### config.mk
export PLATFORM = sky130hd
export DESIGN_NAME = pl_col_reader
export DESIGN_NICKNAME = d
export VERILOG_FILES = /design/src/rtl/pl_col_pkg.sv /design/src/rtl/pl_settle_cnt.sv /design/src/rtl/pl_col_reader.sv
export SDC_FILE = /design/constraint.sdc
export NUM_CORES = 1
export LEC_CHECK = 0
export CAP_MARGIN = 5
export CORE_MARGIN = 2
export CORE_UTILIZATION = 43
export CTS_CLUSTER_DIAMETER = 40
export CTS_CLUSTER_SIZE = 20
export DETAILED_ROUTE_END_ITERATION = 8
export PLACE_DENSITY_LB_ADDON = 0.15
export REMOVE_ABC_BUFFERS = 1
export SLEW_MARGIN = 25
export SYNTH_ARGS = -nofsm -noshare
export SYNTH_HDL_FRONTEND = slang
export SYNTH_SLANG_ARGS = --single-unit
### constraint.sdc
create_clock -name CLK_i -period 3.1 [get_ports CLK_i]
set_input_delay 0.465 -clock CLK_i [delete_from_list [all_inputs] [get_ports CLK_i]]
set_output_delay 0.465 -clock CLK_i [all_outputs]
set_load 0.01 [all_outputs]
### src/rtl/pl_col_pkg.sv
// Shared types and constants for the PL column readback initiator.
//   state_t     : reader FSM states
//   PL_COL_PARK : select value driven while idle (no column selected)
//   PL_COL_OR   : broadcast select; every column ORs its word onto the chain
package pl_col_pkg;

  typedef enum logic [1:0] {
    IDLE  = 2'd0,
    DRIVE = 2'd1,
    OUT   = 2'd2
  } state_t;

  localparam logic [9:0]  PL_COL_PARK = 10'h3FF;
  localparam logic [9:0]  PL_COL_OR   = 10'h000;

  localparam int unsigned DATA_W_DEF  = 36;
  localparam int unsigned COL_W_DEF   = 10;

endpackage

### src/rtl/pl_settle_cnt.sv
// Loadable down-counter timing chain settling after a column select change.
//   clk, rst_n : clock, synchronous active-low reset
//   load       : load SETTLE_CYC (has priority over dec)
//   dec        : decrement, saturating at zero
//   zero       : count is zero (combinational decode of the register)
module pl_settle_cnt #(
  parameter int unsigned SETTLE_CYC = 2
) (
  input  logic clk,
  input  logic rst_n,
  input  logic load,
  input  logic dec,
  output logic zero
);

  localparam int unsigned CW = (SETTLE_CYC > 0) ? $clog2(SETTLE_CYC + 1) : 1;

  logic [CW-1:0] cnt;

  always_ff @(posedge clk) begin
    if (!rst_n) begin
      cnt <= '0;
    end else if (load) begin
      cnt <= CW'(SETTLE_CYC);
    end else if (dec && (cnt != '0)) begin
      cnt <= cnt - CW'(1);
    end
  end

  assign zero = (cnt == '0);

endmodule

### src/rtl/pl_col_reader.sv
// Initiator at the end of a column readback chain. Drives the PL column
// select, waits for the chain to settle, captures the chain output and
// returns it over a valid/ready stream. A request reads NUM consecutive
// columns starting at FIRST, or one wired-OR broadcast word (select 0).
//   CLK_i, RST_N_i          : clock, synchronous active-low reset
//   REQ_VALID_i/REQ_READY_o : request handshake (ready only when idle)
//   REQ_FIRST_COL_i, REQ_NUM_i, REQ_OR_MODE_i : request fields
//   PL_COL_o                : column select onto the chain (park when idle)
//   CHAIN_DATA_i            : chain output from the last column
//   RD_VALID_o/RD_READY_i   : read word handshake
//   RD_DATA_o, RD_COL_o, RD_LAST_o : captured word, its column, last flag
//   BUSY_o                  : request in progress
//   ERR_o                   : one-cycle pulse on a rejected request
module pl_col_reader
  import pl_col_pkg::*;
#(
  parameter int unsigned NUM_COLS   = 8,
  parameter int unsigned SETTLE_CYC = 2,
  parameter int unsigned DATA_W     = DATA_W_DEF,
  parameter int unsigned COL_W      = COL_W_DEF
) (
  input  logic              CLK_i,
  input  logic              RST_N_i,
  input  logic              REQ_VALID_i,
  output logic              REQ_READY_o,
  input  logic [COL_W-1:0]  REQ_FIRST_COL_i,
  input  logic [COL_W-1:0]  REQ_NUM_i,
  input  logic              REQ_OR_MODE_i,
  output logic [COL_W-1:0]  PL_COL_o,
  input  logic [DATA_W-1:0] CHAIN_DATA_i,
  output logic              RD_VALID_o,
  input  logic              RD_READY_i,
  output logic [DATA_W-1:0] RD_DATA_o,
  output logic [COL_W-1:0]  RD_COL_o,
  output logic              RD_LAST_o,
  output logic              BUSY_o,
  output logic              ERR_o
);

  state_t           state;
  logic [COL_W-1:0] remaining;

  logic [COL_W:0]   first_x;
  logic [COL_W:0]   num_x;
  logic [COL_W:0]   last_x;
  logic             req_bad;
  logic             req_fire;
  logic             rd_hs;
  logic             cnt_load;
  logic             cnt_dec;
  logic             cnt_zero;

  // One extra bit so FIRST+NUM-1 cannot wrap back into the legal range.
  assign first_x = {1'b0, REQ_FIRST_COL_i};
  assign num_x   = {1'b0, REQ_NUM_i};
  assign last_x  = first_x + num_x - (COL_W+1)'(1);

  assign req_bad = (REQ_FIRST_COL_i == '0) || (REQ_NUM_i == '0) ||
                   (first_x > (COL_W+1)'(NUM_COLS)) ||
                   (last_x  > (COL_W+1)'(NUM_COLS));

  assign req_fire = REQ_VALID_i && (state == IDLE);
  // RD_VALID_o is high for the whole of OUT, so ready alone completes it.
  assign rd_hs    = (state == OUT) && RD_READY_i;

  assign cnt_load = (req_fire && (REQ_OR_MODE_i || !req_bad)) ||
                    (rd_hs && !RD_LAST_o);
  assign cnt_dec  = (state == DRIVE) && !cnt_zero;

  pl_settle_cnt #(
    .SETTLE_CYC(SETTLE_CYC)
  ) u_settle (
    .clk  (CLK_i),
    .rst_n(RST_N_i),
    .load (cnt_load),
    .dec  (cnt_dec),
    .zero (cnt_zero)
  );

  always_ff @(posedge CLK_i) begin
    if (!RST_N_i) begin
      state      <= IDLE;
      PL_COL_o   <= COL_W'(PL_COL_PARK);
      remaining  <= '0;
      RD_VALID_o <= 1'b0;
      RD_DATA_o  <= '0;
      RD_COL_o   <= '0;
      RD_LAST_o  <= 1'b0;
      ERR_o      <= 1'b0;
    end else begin
      ERR_o <= 1'b0;
      unique case (state)
        IDLE: begin
          if (REQ_VALID_i) begin
            if (REQ_OR_MODE_i) begin
              PL_COL_o  <= COL_W'(PL_COL_OR);
              remaining <= COL_W'(1);
              state     <= DRIVE;
            end else if (req_bad) begin
              ERR_o <= 1'b1;
            end else begin
              PL_COL_o  <= REQ_FIRST_COL_i;
              remaining <= REQ_NUM_i;
              state     <= DRIVE;
            end
          end
        end
        DRIVE: begin
          if (cnt_zero) begin
            RD_DATA_o  <= CHAIN_DATA_i;
            RD_COL_o   <= PL_COL_o;
            RD_LAST_o  <= (remaining == COL_W'(1));
            RD_VALID_o <= 1'b1;
            state      <= OUT;
          end
        end
        OUT: begin
          if (RD_READY_i) begin
            RD_VALID_o <= 1'b0;
            if (RD_LAST_o) begin
              PL_COL_o <= COL_W'(PL_COL_PARK);
              state    <= IDLE;
            end else begin
              PL_COL_o  <= PL_COL_o + COL_W'(1);
              remaining <= remaining - COL_W'(1);
              state     <= DRIVE;
            end
          end
        end
        default: state <= IDLE;
      endcase
    end
  end

  assign BUSY_o      = (state != IDLE);
  assign REQ_READY_o = (state == IDLE);

endmodule

Word-level counts from Yosys, hierarchy flattened --
Index checks and enable logic that the tools add are counted.
Storage, ports and cells: register bits 73, logic and storage cells 83
Operators by class: $add $sub $neg 5, magnitude comparators 2, eq/ne operators 8, mux-type cells 25, bitwise gates (word level) 3, reduce and logical (&&, ||, !) cells 30
Operators with widths (number):
- 2-to-1 mux 10 bit | 10
- case mux 10 bit (2 select lines) | 2
- logical NOT 10 bit | 2
- 2-to-1 mux 2 bit | 7
- adder 10 x 10 -> 11 bit | 1
- greater-than comparator 11 x 4 -> 1 bit (second input constant) | 1
- subtractor 11 x 1 -> 11 bit (second input constant) | 1
- adder 10 x 1 -> 10 bit (second input constant) | 1
- == test 10 x 1 -> 1 bit (second input constant) | 1
- greater-than comparator 10 x 4 -> 1 bit (second input constant) | 1
- nonzero test 2 bit | 5
- subtractor 10 x 1 -> 10 bit (second input constant) | 1
- != test 2 bit (second input constant) | 4
- AND reduction 4 bit | 2
- logical AND 1 bit | 6
- case mux 2 bit (3 select lines) | 1
- logical OR 1 bit | 5
- AND reduction 5 bit | 1
- logical NOT 2 bit | 2
- 2-to-1 mux 1 bit | 4
- OR reduction 4 bit | 1
- logical NOT 1 bit | 3
- != test 3 bit (second input constant) | 1
- inverter 1 bit | 3
- 7 further kinds | 7

Logic depth before layout (Yosys ltp) --
word-level depth 9, gate-level depth with buffers 14, gate-level depth less buffers 13

By module --
A second synthesis with hierarchy kept.
Unflattened totals: cells, all modules 534, area total of the unflattened synthesis 4113.9 um^2
By module, submodules not included:
- pl_col_reader | instances 1, cells each 524, area each 4001.3 um^2, seq. area each 1421.4 um^2
- pl_settle_cnt | instances 1, cells each 10, area each 112.6 um^2, seq. area each 40.0 um^2

Worst setup path before layout --
Ideal clock, no wire load.
path type input -> register, start point input REQ_FIRST_COL_i[1], end point register PL_COL_o[8], arrival 2.866 ns, slack 0.142 ns, stages on the path 14, path buffers 1, cell sequence inv_1 ha_1 inv_1 ha_1 inv_1 fa_1 nor2b_4 o2111ai_1 and3_2 nor4_4 and4_1 buf_6 nor2_8 o311ai_4
On the way: longest elaborated chain between the ends 6
RTL lines:
- from (decl) | line pl_col_reader.sv:26 | input logic [COL_W-1:0] REQ_FIRST_COL_i,
- adder 10 x 10 -> 11 bit / logical NOT 10 bit (equally long branches) | line pl_col_reader.sv:56, pl_col_reader.sv:58
- subtractor 11 x 1 -> 11 bit / logical OR 1 bit (equally long branches) | line pl_col_reader.sv:56, pl_col_reader.sv:58
- greater-than comparator 11 x 4 -> 1 bit / logical OR 1 bit (equally long branches) | line pl_col_reader.sv:60, pl_col_reader.sv:58
- logical OR 1 bit * | line pl_col_reader.sv:59 | (first_x > (COL_W+1)'(NUM_COLS)) ||
- != test 3 bit (no source line) *
- AND reduction 4 bit (no source line) *
- to (signal assigned) | line pl_col_reader.sv:83 | PL_COL_o <= COL_W'(PL_COL_PARK);
- to (signal assigned) | line pl_col_reader.sv:96 | PL_COL_o <= COL_W'(PL_COL_OR);
- to (signal assigned) | line pl_col_reader.sv:102 | PL_COL_o <= REQ_FIRST_COL_i;
- to (decl) | line pl_col_reader.sv:29 | output logic [COL_W-1:0] PL_COL_o,
Mark *: on every way between the ends. The rest lies on a longest branch, timed or not. A chain may end at the register's enable or synchronous reset.

Worst setup path in the final report --
start point input REQ_FIRST_COL_i[1], end point register remaining[8]
On the way: longest elaborated chain between the ends 6
RTL lines:
- adder 10 x 10 -> 11 bit / logical NOT 10 bit (equally long branches) | line pl_col_reader.sv:56, pl_col_reader.sv:58
- subtractor 11 x 1 -> 11 bit / logical OR 1 bit (equally long branches) | line pl_col_reader.sv:56, pl_col_reader.sv:58
- greater-than comparator 11 x 4 -> 1 bit / logical OR 1 bit (equally long branches) | line pl_col_reader.sv:60, pl_col_reader.sv:58
- logical OR 1 bit * | line pl_col_reader.sv:59
- != test 3 bit (no source line) *
- AND reduction 5 bit (no source line) *
- to (signal assigned) | line pl_col_reader.sv:103 | remaining <= REQ_NUM_i;
- to (signal assigned) | line pl_col_reader.sv:125 | remaining <= remaining - COL_W'(1);
- to (decl) | line pl_col_reader.sv:41 | logic [COL_W-1:0] remaining;
Marks and branches as above.

==> metrics.txt <==
Starting Density=0.4466; initial antenna violation count=0; CTS Buf Count=9; Worst-Margin Slew=929.0 ps; post-route clock period utilization=0.9674; flop-to-flop setup slack=1040 ps; TritonRoute pass-1 iters=5; YS warnings=0; layout cell share with drive strength beyond 1=0.2023; area delta synth->final=49.85%; Longest Clk Path Bufs=2; worst r2r src=state[0]; Critical Path RT=3300 ps; depth of the worst hold-timing path=2; Final TNS setup=0 ps; async set-reset flop share out of synthesis=0; vias in the first global route=3974; die height=102.2 um; final setup fails=0; status=complete, no violations; Layout fillers=790; die area=0.01044 mm^2; largest net degree at the start of global routing=50; fin crit period=2999 ps; most frequent cells in the layout=nand2_1, clkdlybuf4s50_1, a21oi_1; max_cap viols=0; latest clock arrival within the worst-skew pair=340 ps; std cell rows=35; Via-to-Cell Ratio=5.317; met2 Use GR=0.3851; Die Span X=102.2 um; Synth Cell Area=0.004146 mm^2; Final Max Slew Viols=0; HPWL after DPL=8.992 mm; grt met3 use=0.04036; type of the most critical hold path=flop to flop; met1 GRT Util=0.3115; core area=0.009284 mm^2; max_slew headroom=0.3807; maximum clock rate=333.5 MHz; CP Data Arrival Time=3200 ps; Gate Count Post-Synth=537; post-DR wirelength/cell=15.38 um; GR peak layer=met2; most common cell after layout, fill and taps aside=nand2_1; clock slew seen by the registers of the worst setup and hold paths=80 ps; H-tree Lvls=3; first-pass GRT wire length=19.38 mm; pwr/cell area=424.7 mW/mm^2; Initial DRC Count=316; VDD IR max=323.4 uV; critical path class=input pin to flop; CTS tree=built; Crit. End Element=flop; Post-synth EDFFs=0; GRT Overall Usage=0.2312; multi-input logic area=0.002531 mm^2; clock sinks=73; worst-path fanout max=5; number of synthesized register bits=73; Static Leak=2.527 nW; Worst Hold End=RD_COL_o[8]; vias=4392; port bufs=121; ANT cells=0; final cell utilization of the core=0.6693; Mean Syn Cell Area=7.722 um^2; Antenna Nets Post-Route=0; Hold Fails Final Rpt=0; hold_sp=RD_COL_o[8]; post-synthesis sequential area ratio=0.3524; Most used DFF post-synth=dfxtp_1; number of I/O pins=122; area occupied by registers=0.001461 mm^2; cells on worst reg2reg path=6; Root Buffer=clkbuf_8; RePlAce Congestion=0.9485; Final nets=778; final wirelength=12.70 mm; reg-to-reg endpoint=remaining[8]; Final Skew=8.946 ps; crit start category=input pin; Remaining DRCs=0; total global routing overflow=0; Distinct cells, synth=62
flip-flops by register name (all words and copies together), names as in the netlist:
| register | cells |
|---|---|
| ERR_o | 1 |
| PL_COL_o | 10 |
| RD_COL_o | 10 |
| RD_DATA_o | 36 |
| RD_LAST_o | 1 |
| RD_VALID_o | 1 |
| remaining | 10 |
| state | 2 |
| u_settle.cnt | 2 |
repair_timing:
item                                    4_1_cts  5_1_grt
setup buffers                                 2        4
hold buffers                                  0        0
gates cloned                                  0        1
pin swaps                                     9       19
resized for setup                            13       69
endpoints found under the setup margin       23       23
Yosys cell counts (2+ instances only):
library cell | instances | area, um^2
and3b_1 | 2 | 17.52
o21ai_0 | 16 | 80.08
xor2_1 | 3 | 26.28
buf_2 | 2 | 10.01
a21o_1 | 3 | 22.52
nor2_1 | 24 | 90.09
nor3b_1 | 4 | 30.03
ha_1 | 23 | 287.8
a211oi_2 | 3 | 37.54
o31ai_1 | 3 | 22.52
nor2_8 | 2 | 40.04
and4_1 | 3 | 26.28
o211ai_1 | 3 | 22.52
a211oi_1 | 4 | 30.03
nor3_1 | 9 | 45.04
and3_1 | 6 | 37.54
clkbuf_1 | 20 | 75.07
o32ai_1 | 4 | 35.03
nand3_1 | 9 | 45.04
nand3b_1 | 2 | 15.01
o32ai_2 | 2 | 32.53
o32a_2 | 6 | 67.56
a32o_1 | 2 | 20.02
nand2_1 | 116 | 435.4
nand4_1 | 3 | 18.77
nor2b_1 | 3 | 18.77
buf_6 | 5 | 56.30
xnor2_1 | 6 | 52.55
nor4_1 | 5 | 31.28
inv_1 | 53 | 198.9
buf_1 | 2 | 7.510
a31oi_1 | 7 | 43.79
a22oi_1 | 3 | 22.52
a21oi_1 | 78 | 390.4
dfxtp_1 | 73 | 1461
nor4_4 | 2 | 42.54
final cells by class:
| class | instances | area share |
|---|---|---|
| Tap cell | 129 | 0.02598 |
| Timing Repair Buffer | 177 | 0.2682 |
| Inverter | 53 | 0.03202 |
| Sequential cell | 73 | 0.2352 |
| Clock buffer | 9 | 0.01994 |
| Clock inverter | 6 | 0.01128 |
| Multi-Input combinational cell | 379 | 0.4074 |
worst max-delay path by stage:
stage                        from              end
2_1_floorplan  REQ_FIRST_COL_i[1]      PL_COL_o[8]
3_3_place_gp   REQ_FIRST_COL_i[1]  u_settle.cnt[1]
3_5_place_dp   REQ_FIRST_COL_i[1]     remaining[4]
4_1_cts              REQ_NUM_i[5]      PL_COL_o[8]
5_1_grt        REQ_FIRST_COL_i[4]     remaining[0]
6_report       REQ_FIRST_COL_i[1]     remaining[8]
metrics by stage:
| stage | instances | cell area, um^2 | worst slack, ps | power (mW) | hold WS [ps] |
|---|---|---|---|---|---|
| global route | 826 | 6213 | -20.47 | 2.773 | 470.9 |
| floorplan | 505 | 3973 | -141.3 | 1.464 | 458.8 |
| finish | 826 | 6213 | 101.2 | 2.639 | 454.6 |
| CTS | 821 | 5966 | 15.48 | 2.576 | 455.9 |
| global placement | 804 | 5727 | -482.4 | 1.809 | 441.1 |
| detailed placement | 804 | 5727 | -643.8 | 1.824 | 445.3 |
worst max-delay path, cell delays in order:
cell and delay, ps:
clkbuf_2 100, inv_2 50, ha_4 230, inv_2 60
ha_4 120, inv_1 40, fa_2 510, nand3b_1 100
a32oi_2 180, nand4_1 190, nor4_4 380, nand4_1 270
buf_6 220, a21oi_1 170, o32ai_2 100
kinds of logic after synthesis:
logic type	count (synthesis)	synth area share
and+or+nand+nor	201	0.2369
buffers and inverters	85	0.08992
DFF	73	0.3524
xor gates and xnor gates	9	0.01901
muxes	1	0.002414
adders and majority gates	24	0.07423
AOI/OAI and AO/OA	144	0.2251
power breakdown:
part           switching [mW]  total (mW)  internal, mW
logic                   0.425       0.863         0.438
clock network           0.368       0.737         0.370
registers              0.0453        1.04         0.993
total                   0.838        2.64          1.80
layer usage:
metal  wire length [um]  vias up
met1               5497     2068
met3                715       19
li1                   -     2154
met4                116        0
met2               6372      151
met5                  0        -
Note: power is estimated with default switching activity, not from simulation.
